### src/rtl/ddr_rd_burst_ctrl.sv
// Frame reader for the DDR-read FIFO. It issues credit-throttled AXI4 AR bursts
// and forwards the returned R beats into the FIFO write port.
module ddr_rd_burst_ctrl #(
    parameter int ADDR_WIDTH       = 28,
    parameter int DATA_WIDTH       = 256,
    parameter int FIFO_DEPTH_WIDTH = 10,
    parameter int BURST_LEN        = 16,
    parameter int MAX_OUTSTANDING  = 2
) (
    input  logic                      wr_clk,
    input  logic                      wr_rst_n,
    input  logic                      frame_start,
    input  logic [ADDR_WIDTH-1:0]     base_addr,
    input  logic [23:0]               frame_beats,
    output logic                      arvalid,
    input  logic                      arready,
    output logic [ADDR_WIDTH-1:0]     araddr,
    output logic [7:0]                arlen,
    input  logic                      rvalid,
    output logic                      rready,
    input  logic [DATA_WIDTH-1:0]     rdata,
    input  logic                      rlast,
    output logic                      fifo_wr_en,
    output logic [DATA_WIDTH-1:0]     fifo_wr_data,
    input  logic                      fifo_wr_full,
    input  logic [FIFO_DEPTH_WIDTH:0] fifo_wr_water_level,
    output logic                      busy,
    output logic                      frame_done,
    output logic                      overflow_err
);
    localparam int BYTES_PER_BEAT = DATA_WIDTH / 8;
    localparam int BW = FIFO_DEPTH_WIDTH + 1;
    localparam int OW = $clog2(MAX_OUTSTANDING + 1);
    localparam int CW = FIFO_DEPTH_WIDTH + 10;
    localparam logic [CW-1:0] CAPACITY = CW'(1) << FIFO_DEPTH_WIDTH;

    typedef enum logic [1:0] {IDLE, CHECK, REQ, DRAIN} state_t;
    state_t state, state_d;

    logic [ADDR_WIDTH-1:0] addr_q;
    logic [23:0]           remaining;
    logic [BW-1:0]         beats_out, beats_out_d;
    logic [OW-1:0]         bursts_out, bursts_out_d;
    logic [8:0]            len_c, ar_len;
    logic                  ar_hs, r_beat, credit_ok, frame_done_d, load_ar;

    assign ar_hs   = arvalid & arready;
    assign r_beat  = rvalid & rready;
    assign ar_len  = {1'b0, arlen} + 9'd1;
    assign len_c   = (remaining >= 24'(BURST_LEN)) ? 9'(BURST_LEN) : remaining[8:0];
    assign arvalid = (state == REQ);
    assign busy    = (state != IDLE);

    // +2 reserves room for the output register and the FIFO's level-update lag.
    assign credit_ok = (bursts_out < OW'(MAX_OUTSTANDING)) &&
                       (CW'(fifo_wr_water_level) + CW'(beats_out) + CW'(len_c) + CW'(2) <= CAPACITY);

    always_comb begin
        state_d      = state;
        frame_done_d = 1'b0;
        load_ar      = 1'b0;
        case (state)
            IDLE: begin
                if (frame_start) begin
                    if (frame_beats != '0) state_d = CHECK;
                    else                   frame_done_d = 1'b1;
                end
            end
            CHECK: begin
                if (credit_ok) begin
                    state_d = REQ;
                    load_ar = 1'b1;
                end
            end
            REQ: begin
                if (ar_hs) state_d = (remaining == 24'(ar_len)) ? DRAIN : CHECK;
            end
            DRAIN: begin
                if (beats_out == '0) begin
                    state_d      = IDLE;
                    frame_done_d = 1'b1;
                end
            end
            default: state_d = IDLE;
        endcase
    end

    // Same-cycle AR handshake and R beat net out; decrements never go below zero.
    always_comb begin
        beats_out_d  = beats_out + (ar_hs ? BW'(ar_len) : BW'(0));
        bursts_out_d = bursts_out + (ar_hs ? OW'(1) : OW'(0));
        if (r_beat && beats_out_d != '0)          beats_out_d  = beats_out_d - BW'(1);
        if (r_beat && rlast && bursts_out_d != '0) bursts_out_d = bursts_out_d - OW'(1);
    end

    always_ff @(posedge wr_clk) begin
        if (!wr_rst_n) state <= IDLE;
        else           state <= state_d;
    end

    always_ff @(posedge wr_clk) begin
        if (!wr_rst_n) begin
            addr_q       <= '0;
            remaining    <= '0;
            beats_out    <= '0;
            bursts_out   <= '0;
            araddr       <= '0;
            arlen        <= '0;
            rready       <= 1'b0;
            fifo_wr_en   <= 1'b0;
            fifo_wr_data <= '0;
            frame_done   <= 1'b0;
            overflow_err <= 1'b0;
        end else begin
            rready     <= 1'b1;
            fifo_wr_en <= r_beat;
            frame_done <= frame_done_d;
            beats_out  <= beats_out_d;
            bursts_out <= bursts_out_d;
            if (r_beat) fifo_wr_data <= rdata;
            if (state == IDLE && frame_start && frame_beats != '0) begin
                addr_q       <= base_addr;
                remaining    <= frame_beats;
                overflow_err <= 1'b0;
            end
            if (r_beat && fifo_wr_full) overflow_err <= 1'b1;
            if (load_ar) begin
                araddr <= addr_q;
                arlen  <= 8'(len_c - 9'd1);
            end
            if (ar_hs) begin
                addr_q    <= addr_q + ADDR_WIDTH'(32'(ar_len) * BYTES_PER_BEAT);
                remaining <= remaining - 24'(ar_len);
            end
        end
    end
endmodule

### config.mk
export PLATFORM = sky130hd
export DESIGN_NAME = ddr_rd_burst_ctrl
export DESIGN_NICKNAME = d
export VERILOG_FILES = /design/src/rtl/ddr_rd_burst_ctrl.sv
export SDC_FILE = /design/constraint.sdc
export NUM_CORES = 1
export LEC_CHECK = 0
export ABC_AREA = 1
export BUFFER_PORTS_ARGS = -buffer_cell sky130_fd_sc_hd__buf_2
export CORE_AREA = 2 2 244 246
export CTS_CLUSTER_DIAMETER = 200
export DETAILED_ROUTE_END_ITERATION = 7
export DIE_AREA = 0 0 246 248
export GPL_ROUTABILITY_DRIVEN = 1
export SLEW_MARGIN = 5
export SYNTH_ARGS = -nofsm -noshare
export SYNTH_HDL_FRONTEND = slang
export SYNTH_SLANG_ARGS = --single-unit
### constraint.sdc
create_clock -name wr_clk -period 6.8 [get_ports wr_clk]
set_clock_uncertainty 0.15 [all_clocks]
set_input_delay 0.34 -clock wr_clk [delete_from_list [all_inputs] [get_ports wr_clk]]
set_output_delay 0.34 -clock wr_clk [all_outputs]
set_load 0.005 [all_outputs]
==> results of run 1 <==
routing by layer:
metal	GRT usage	vias up
met3	0.06510	143
met5	0	-
met2	0.3462	604
met1	0.2217	8201
met4	0.07718	4
li1	-	8945
worst max-delay path by stage:
stage                 endpoint  depth (start not counted)
floorplan           araddr[13]                         22
global placement      arlen[6]                         21
detailed placement    arlen[6]                         21
CTS                   arlen[6]                         21
global route         araddr[6]                         19
finish                arlen[6]                         21
synthesized netlist by cell type, types with 4 or more instances:
cell,number
a31oi_1,35
dfxtp_1,363
buf_1,6
clkbuf_1,106
nor2_1,611
xnor2_1,7
nand2_1,305
xor2_1,19
nor3_1,19
o21ai_0,315
nand3_1,68
a21oi_1,96
ha_1,50
nand4_1,13
inv_1,120
fa_1,12
nand2_2,4
or2_2,4
buf_6,5
nor4_1,12
sequential cells by signal (all words and copies together), names as in the netlist:
signal,flops
bursts_out,2
fifo_wr_data,256
state,2
araddr,28
addr_q,28
frame_done,1
overflow_err,1
fifo_wr_en,1
remaining,24
arlen,8
rready,1
beats_out,11
worst reg2reg max path, stage by stage, from the launching register on:
cell	delay (ps)
dfxtp_1	340
nor2_2	210
nand4_1	200
nor2_4	230
inv_1	130
nor2_1	220
fa_1	460
ha_1	410
a21oi_1	110
o21ai_0	290
nand3b_1	160
nand3_1	70
nor2_1	110
nand3_1	70
nor2_1	100
nand3_1	90
nand2_2	90
nand3_4	400
inv_4	530
nand2_1	100
nand2_1	80
a21oi_1	50
power by group:
group	internal (µW)	switching (µW)	total (µW)
clock	1430	968	2400
sequential	2370	209	2570
combinational	942	1500	2450
total	4740	2680	7420
stage by stage:
step	cells	total power, µW	instance area (µm²)	util	hold slack (ps)
final	3897	7416	24190	0.4138	17.59
after global routing	3895	7922	24180	0.4137	20.32
after CTS	3879	7480	24140	0.4130	8.003
after detailed placement	3506	4914	19730	0.3375	301.0
after global placement	3506	4914	19730	0.3375	295.5
after floorplan	2219	4180	16020	-	217.7
cell type report:
class / count / share of cell area
Tap cell: 773 / 0.03998
Timing Repair Buffer: 929 / 0.2553
Sequential cell: 363 / 0.3004
Clock buffer: 61 / 0.05141
Inverter: 124 / 0.01966
Antenna cell: 18 / 0.001862
Clock inverter: 16 / 0.008431
Multi-Input combinational cell: 1613 / 0.3230
logic make-up after synthesis:
logic type,Yosys count
AND/OR/NAND/NOR,1053
AO/OA/AOI/OAI,468
flip-flops,363
buffers and inverters,243
adder cells (fa/ha/maj),62
XOR/XNOR,26
other,1
what timing repair did:
action	4_1_cts	5_1_grt
endpoints found under the hold margin	297	0
hold buffers	296	0
setup endpoints to repair	0	0
==> results.toml, run 1 <==
[cts]
cts_sinks = 363
cts-resized-gates = 0
clock_latency_ps = 560
numCtsBuffers = 43
clk_pin_slew_ps = 60
clock_tree.root_cell = "clkbuf_16"
post_cts_buffers = 0
cts.path.max_buffers = 3
htreeDepth = 2
cts_tree = "yes"

[placed_design]
place_congestion = 0.8652
hpwlAfterDp_mm = 44.96
pre_cts_ws_ps = 2053
port_buffers = 623

[power_and_ir_drop]
p_leak_uw = 0.01136
p_per_area_mw_per_mm2 = 306.6
peakVddDrop_mv = 0.1936

[timing]
rsz0062_at_grt = "false"
relSlewSlack = 0.2649
slew_violations = 0
clock.fmax_mhz = 211.9
fin_ws_ps = 2080
tns_ps = 0
worst_pin_slew_ps = 1103
finalHoldViolCount = 0
setup_viol = 0
finalCriticalPeriod_ps = 4720
post-route-period-util = 0.6941

[die]
chipWidth_um = 246
die_h_um = 248
dieArea_mm2 = 0.06101
start_util = 0.2738
floorplan.core_area_mm2 = 0.05846
rows = 89
ios = 624

[run]
cap_violations = 0

[route]
met3WireLength_mm = 5.755
antenna_left = 0
route.met2.wl_mm = 31.45
routedWlPerCell_um = 16.39
finalWirelength_mm = 63.88
via_count = 17900
drc = 0
wl_met1_mm = 24.39
viasPerCell = 4.593
top_layer_used = "met5"
drt_pre_antenna_iters = 5
drtIter0Drc = 1011

[layout]
multiInputGateArea_mm2 = 0.007812
num-nets-final = 3462
fill_cells = 5936
layout-drive-gt1-share = 0.2354
seqCellArea_mm2 = 0.007267
final_common_cell = "buf_2"
area_growth_pct = 51.11
layout_common_cells = "buf_2, nor2_1, dfxtp_1, o21ai_0, nand2_1"

[worst_setup_path]
reg2reg_from = "remaining[10]"
endpoint_kind = "flop"
crit_fanout = 40
crit_chain = "nor2_2, nand4_1, nor2_4, inv_1, nor2_1, fa_1, ha_1, a21oi_1, o21ai_0, nand3b_1, nand3_1, nor2_1, nand3_1, nor2_1, nand3_1, nand2_2, nand3_4, inv_4, nand2_1, nand2_1, a21oi_1"
cp_top_family = "simple AND/OR/NAND/NOR gates"
worst_r2r_endpoint = "arlen[6]"
r2r_cells = 21
crit_path_start_kind = "flop"
critPathRequiredTime_ps = 7080
arrival_ps = 5000
rrSetupSlack_ps = 2080
crit_slowest_cell = "inv_4"
critPathKind = "reg -> reg"
startpoint = "remaining[10]"
cp_num_buf_inv = 2
max_stage_delay_ps = 490

[logic_synthesis]
syn_area_per_cell_um2 = 7.224
synthXorXnorAreaFrac = 0.01423
synth-main-ff-cell = "dfxtp_1"
synth_compound_area_frac = 0.1536
synth_area_leaders = "dfxtp_1, nor2_1, o21ai_0"
synth-adder-area-share = 0.05409
synth_edf_count = 0
syn_area_mm2 = 0.01601
yosysWarningCount = 0
synthSimpleGateAreaFrac = 0.2643
synth_cells = 2216
synth_seq_cells = 363
synth_area_leader_cell = "dfxtp_1"
synth_top_area_frac = 0.4540
synth_top_family_by_area = "simple AND/OR/NAND/NOR gates"
async_flop_share = 0
muxShareOfSynthArea = 0
yosysUniqueCellTypes = 46
yosysSeqAreaShare = 0.4540

[global_routing]
grt_max_degree = 201
grt_pass1_vias = 17230
gr-total-overflow = 0
grt_pass1_wl_mm = 94.99
track_usage = 0.1978
antenna_found_initial = 19

[min_path]
min_from = "rdata[229]"
min_path_type = "in -> reg"
hold_path_end = "fifo_wr_data[229]"
worstHoldPathCells = 3

[outcome]
status = "completed"
(Power assumes the default switching activity.)
==> run 2: changes to the inputs <==
--- a/config.mk
+++ b/config.mk
@@ -5,12 +5,12 @@
 export SDC_FILE = /design/constraint.sdc
 export NUM_CORES = 1
 export LEC_CHECK = 0
-export ABC_AREA = 1
+export ABC_AREA = 0
 export BUFFER_PORTS_ARGS = -buffer_cell sky130_fd_sc_hd__buf_2
-export CORE_AREA = 2 2 244 246
+export CORE_AREA = 2 2 242 244
 export CTS_CLUSTER_DIAMETER = 200
 export DETAILED_ROUTE_END_ITERATION = 7
-export DIE_AREA = 0 0 246 248
+export DIE_AREA = 0 0 244 246
 export GPL_ROUTABILITY_DRIVEN = 1
 export SLEW_MARGIN = 5
 export SYNTH_ARGS = -nofsm -noshare
==> constraint.sdc (replaced) <==
create_clock -name wr_clk -period 3.99 [get_ports wr_clk]
set_clock_uncertainty 0.15 [all_clocks]
set_input_delay 0.1995 -clock wr_clk [delete_from_list [all_inputs] [get_ports wr_clk]]
set_output_delay 0.1995 -clock wr_clk [all_outputs]
set_load 0.005 [all_outputs]
==> run 2 against run 1 <==
Compared with the run above: the run now ends with negative setup slack left; non-clock buffer count rose by 118; sequential share of layout area down 0.93 points; register-to-register slack worse by 2900 ps; synthesized cell count down 12%; total power up 73%; critical endpoint is now araddr[10].
==> results.toml, run 2 <==
[outcome]
status = "complete, but fails checks"
violations = "negative setup slack"

[layout]
num-nets-final = 3308
layout_common_cells = "buf_2, nand2_1, dfxtp_1, dlygate4sd3_1, a21oi_1"
final_util = 0.4354
area_growth_pct = 60.29
max_flop_register = "fifo_wr_data"
largest_reg_flops = 256
layout-drive-gt1-share = 0.2901
reg.largest.list = "fifo_wr_data: 256 flops, addr_q: 28 flops, araddr: 28 flops"
final_common_cell = "buf_2"

[timing]
slew_violations = 0
finalHoldViolCount = 0
fin_ws_ps = -774.3
setup_viol = 38
worst_pin_slew_ps = 877.5
post-route-period-util = 1.194
relSlewSlack = 0.4150
finalCriticalPeriod_ps = 4764
rsz0062_at_grt = "true"
clock.fmax_mhz = 209.9

[route]
routedWlPerCell_um = 17.89
drtIter0Drc = 969
viasPerCell = 4.688
via_count = 17470
antenna_left = 0
drc = 0
finalWirelength_mm = 66.68
drt_pre_antenna_iters = 5

[cts]
cts_tree = "yes"
numCtsBuffers = 44
htreeDepth = 2
cts_sinks = 363
clock_tree.root_cell = "clkbuf_16"
clock_latency_ps = 550
clk_pin_slew_ps = 60
cts.path.max_buffers = 3

[logic_synthesis]
yosysSeqAreaShare = 0.4664
synth-main-ff-cell = "dfxtp_1"
synth_seq_cells = 363
yosysMostFrequentCell = "nand2_1"
synth_area_leaders = "dfxtp_1, nand2_1, a21oi_1"
synth_top_area_frac = 0.4664
syn_area_mm2 = 0.01558
synth_commonest_cells = "nand2_1, dfxtp_1, a21oi_1"
synth_cells = 1942
yosysWarningCount = 0
synth_edf_count = 0
async_flop_share = 0
syn_area_per_cell_um2 = 8.024
yosysUniqueCellTypes = 62
synth_area_leader_cell = "dfxtp_1"

[die]
dieArea_mm2 = 0.06002
ios = 624
start_util = 0.2716
rows = 88
die_h_um = 246
floorplan.core_area_mm2 = 0.05737
chipWidth_um = 244

[global_routing]
gr-total-overflow = 0
grt_pass1_vias = 16910
grt_max_degree = 132
grt_pass1_wl_mm = 98.31
track_usage = 0.2094
antenna_found_initial = 8

[placed_design]
port_buffers = 623
place_congestion = 0.8969
pre_cts_ws_ps = -975.3
hpwlAfterDp_mm = 46.94

[worst_setup_path]
endpoint_kind = "flop"
crit_fanout = 5
critPathRequiredTime_ps = 4270
arrival_ps = 5050
critPathKind = "reg -> reg"
crit_path_start_kind = "flop"
crit_chain = "or4_4, nor3_4, buf_6, and2_1, fa_1, ha_1, o21a_1, o211a_4, or3_1, o21ai_0, o22ai_2, o31a_1, or4b_4, buf_12, buf_16, mux2i_2, nor2_1"
cp_num_buf_inv = 3
max_stage_delay_ps = 560
crit_slowest_cell = "or4_4"
cp_top_family = "simple AND/OR/NAND/NOR gates"

[power_and_ir_drop]
peakVddDrop_mv = 0.3254
p_leak_uw = 0.01154
p_per_area_mw_per_mm2 = 512.5

[min_path]
min_path_type = "in -> reg"

[run]
cap_violations = 0
run 2: cell type report:
class / count / area [µm²]
fillers: 5611 / 32390
multi-input cells: 1416 / 7884
flip-flops and latches: 363 / 7271
repair buffers: 1047 / 7233
clock buffers: 63 / 1284
well taps: 765 / 957.2
inverters: 48 / 187.7
clock inverters: 17 / 140.1
diodes: 8 / 20.02
run 2: per-stage QoR:
stage               instances  total power (µW)  hold WS (ps)  instance area, µm²  setup TNS (ps)
finish                   3727             12800         65.96               24980          -26310
global route             3725             13560         24.76               24970          -32600
detailed placement       3320              8334         293.0               20200          -33600
global placement         3320              8334         289.2               20200          -32170
floorplan                1945              6703         77.22               15720          -26130
CTS                      3718             12870         9.435               24920          -26540
run 2: metal layers:
layer / up-vias / part of all wire / global-route usage
li1: 8522 / - / -
met1: 8155 / 0.40 / 0.2488
met2: 651 / 0.48 / 0.3498
met3: 139 / 0.088 / 0.07070
met4: 4 / 0.032 / 0.07783
met5: - / 0.00033 / 0
run 2: tightest hold or removal path: stages:
cell	delay, ps
buf_2	100
mux2_2	150
nor2_1	40
a211oi_1	210
run 2: path summary, 6_finish.rpt:
kind                            slack, ps               from  cells past startpoint           endpoint
worst max-delay path                 -770       remaining[4]                     17         araddr[10]
worst min-delay path                   70     frame_beats[0]                      4       remaining[0]
worst max register to register       -770       remaining[4]                     17         araddr[10]
worst min register to register        300  fifo_wr_data[121]                      2  fifo_wr_data[121]
run 2: logic make-up (layout without fill, tap and decap cells):
| kind of cell | Yosys count | in the layout | share of synthesized area |
|---|---|---|---|
| AND/OR/NAND/NOR | 794 | 794 | 0.2109 |
| AO/OA/AOI/OAI | 463 | 463 | 0.1692 |
| flip-flops | 363 | 363 | 0.4664 |
| buffers and inverters | 166 | 1175 | 0.04039 |
| adder cells (fa/ha/maj) | 62 | 62 | 0.05556 |
| multiplexers | 54 | 54 | 0.03541 |
| XOR/XNOR | 39 | 39 | 0.02192 |
| other | 1 | 12 | 0.0002407 |
run 2: timing repair:
item	in CTS	in global routing
gates resized for setup	13	9
pin swaps	2	8
hold endpoints to repair	312	0
endpoints found under the setup margin	38	43
hold buffers	312	0
gates cloned	3	0
setup buffers	3	1
run 2: where the power goes:
group	leakage, µW	switching [µW]	internal (µW)
clock network	0.000699	1660	2320
registers	0.00297	277	3980
logic	0.00788	2320	2250
total	0.0115	4260	8540
==> run 3: changes to the inputs <==
--- a/config.mk
+++ b/config.mk
@@ -7,11 +7,13 @@
 export LEC_CHECK = 0
 export ABC_AREA = 0
 export BUFFER_PORTS_ARGS = -buffer_cell sky130_fd_sc_hd__buf_2
-export CORE_AREA = 2 2 242 244
+export CAP_MARGIN = 20
+export CORE_AREA = 2 2 241 243
 export CTS_CLUSTER_DIAMETER = 200
 export DETAILED_ROUTE_END_ITERATION = 7
-export DIE_AREA = 0 0 244 246
+export DIE_AREA = 0 0 243 245
 export GPL_ROUTABILITY_DRIVEN = 1
+export SKIP_CTS_REPAIR_TIMING = 1
 export SLEW_MARGIN = 5
 export SYNTH_ARGS = -nofsm -noshare
 export SYNTH_HDL_FRONTEND = slang
==> constraint.sdc (replaced) <==
create_clock -name wr_clk -period 5.8 [get_ports wr_clk]
set_clock_uncertainty 0.15 [all_clocks]
set_input_delay 0.29 -clock wr_clk [delete_from_list [all_inputs] [get_ports wr_clk]]
set_output_delay 0.29 -clock wr_clk [all_outputs]
set_load 0.005 [all_outputs]
==> run 3 against run 2 <==
Compared with the run above: maximum frequency down 13%; combinational power down 46%; highest routed layer unchanged; sequential power down 30%; clock power down 35%; the flow finishes with violations (negative hold slack).
==> results.toml, run 3 (synthesis results as in run 2) <==
[outcome]
status = "complete, but fails checks"
violations = "negative hold slack"

[timing]
finalHoldViolCount = 2
setup_viol = 0
tns_ps = 0
finalCriticalPeriod_ps = 5468
relSlewSlack = 0.3723
slew_violations = 0
post-route-period-util = 0.9428
worst_pin_slew_ps = 941.6
worst_hold_slack_ps = -17.69
rsz0062_at_grt = "false"
clock.fmax_mhz = 182.9
fin_ws_ps = 331.7

[power_and_ir_drop]
p_leak_uw = 0.01092
p_seq_frac = 0.369
switching_power_uw = 2689
clockPowerShare = 0.321
peakVddDrop_mv = 0.2436
switching_share = 0.3348
power_frac_comb = 0.309
internal_power_uw = 5341
p_per_area_mw_per_mm2 = 337.3

[worst_setup_path]
crit_fanout = 6
crit_chain = "nor3_1, nand4_1, nand2b_1, nor3_1, and2_1, fa_1, ha_1, nand3_1, or3_1, o31ai_2, mux2i_1, o22ai_1, o31a_1, or4b_2, or4_1, a21oi_1"
max_stage_delay_ps = 780
crit_slowest_cell = "or4b_2"
critPathKind = "reg -> reg"
crit_top_cell = "nor3_1"
endpoint_kind = "flop"
crit_path_start_kind = "flop"
critPathRequiredTime_ps = 6130
cp_num_buf_inv = 0
arrival_ps = 5790
cp_top_family = "simple AND/OR/NAND/NOR gates"

[global_routing]
track_usage = 0.1779
grt_max_degree = 177
grt_pass1_wl_mm = 83.86
gr-total-overflow = 0
grt_pass1_vias = 14460
antenna_found_initial = 1

[route]
antenna_left = 0
drtIter0Drc = 1098
viasPerCell = 4.676
drt_pre_antenna_iters = 5
finalWirelength_mm = 60.12
routedWlPerCell_um = 16.63
via_count = 16900
drc = 0

[placed_design]
place_congestion = 0.8815
dpl.cell_count = 3230
port_buffers = 623
pre_cts_ws_ps = 232.4
hpwlAfterDp_mm = 41.24

[die]
dieArea_mm2 = 0.05954
floorplan.core_area_mm2 = 0.05703
chipWidth_um = 243
start_util = 0.2732
die_h_um = 245
ios = 624
rows = 88

[cts]
clock_latency_ps = 550
cts_tree = "yes"
htreeDepth = 2
clk_pin_slew_ps = 60
cts.path.max_buffers = 3
numCtsBuffers = 41
clock_tree.root_cell = "clkbuf_16"
cts_sinks = 363

[layout]
layout_common_cells = "buf_2, nand2_1, dfxtp_1, a21oi_1, dlygate4sd3_1"
stdcell_count = 3614
largest_reg_flops = 256
max_flop_register = "fifo_wr_data"
num-nets-final = 3201
final_util = 0.4174
reg.largest.list = "fifo_wr_data: 256 flops, addr_q: 28 flops, araddr: 28 flops"
layout-drive-gt1-share = 0.2557
area_growth_pct = 52.77
final_common_cell = "buf_2"

[run]
cap_violations = 0

[min_path]
min_path_type = "in -> reg"
==> run 3: changes by cell type in the layout (fill, tap and decap cells not counted), moves of 4 or more <==
cell	before	now
clkbuf_16	45	41
buf_4	101	10
dlygate4sd3_1	312	304
nor3_1	24	28
==> run 3: layer usage <==
metal / wire length, µm / part of all wire / GRT usage / vias to the layer above
met3: 4292 / 0.071 / 0.05106 / 110
li1: - / - / - / 8298
met2: 28790 / 0.48 / 0.2893 / 588
met4: 1463 / 0.024 / 0.05413 / 2
met5: 13 / 0.00022 / 0 / -
met1: 25560 / 0.43 / 0.2279 / 7900
==> run 3: area by class of cell <==
type,instances,area [µm²]
fill,5702,33230
multi-input combinational,1416,7721
sequential,363,7267
timing repair buffer,943,6344
clock buffer,57,1186
tap,765,957.2
inverter,48,187.7
clock inverter,16,127.6
antenna,6,15.01
==> run 3: worst paths after layout <==
kind                startpoint                 to  slack (ps)  cells past startpoint
max              remaining[12]           arlen[7]         330                     16
max reg2reg      remaining[12]           arlen[7]         330                     16
min reg2reg  fifo_wr_data[158]  fifo_wr_data[158]         300                      2
min            frame_beats[17]      remaining[17]         -20                      4
==> run 3: worst register-to-register path, stage by stage (launching register included) <==
cell      delay, ps
dfxtp_1         350
nor3_1          300
nand4_1         180
nand2b_1        200
nor3_1          230
and2_1          230
fa_1            440
ha_1            380
nand3_1         110
or3_1           370
o31ai_2         350
mux2i_1         250
o22ai_1         110
o31a_1          290
or4b_2          780
or4_1           550
a21oi_1         140
==> run 3: power groups by stage <==
stage / Clock, µW / Sequential [µW] / Combinational [µW]
floorplan: 0 / 2960 / 1590
global placement: 0 / 3010 / 2300
detailed placement: 0 / 3020 / 2290
CTS: 2640 / 2970 / 2300
global route: 2750 / 3000 / 2760
finish: 2580 / 2970 / 2480
==> run 3: metrics by stage <==
step,cell area [µm²],total power (µW)
floorplan,15590,4545
global placement,19420,5310
detailed placement,19420,5306
CTS,20730,7914
global route,23790,8513
finish,23810,8030
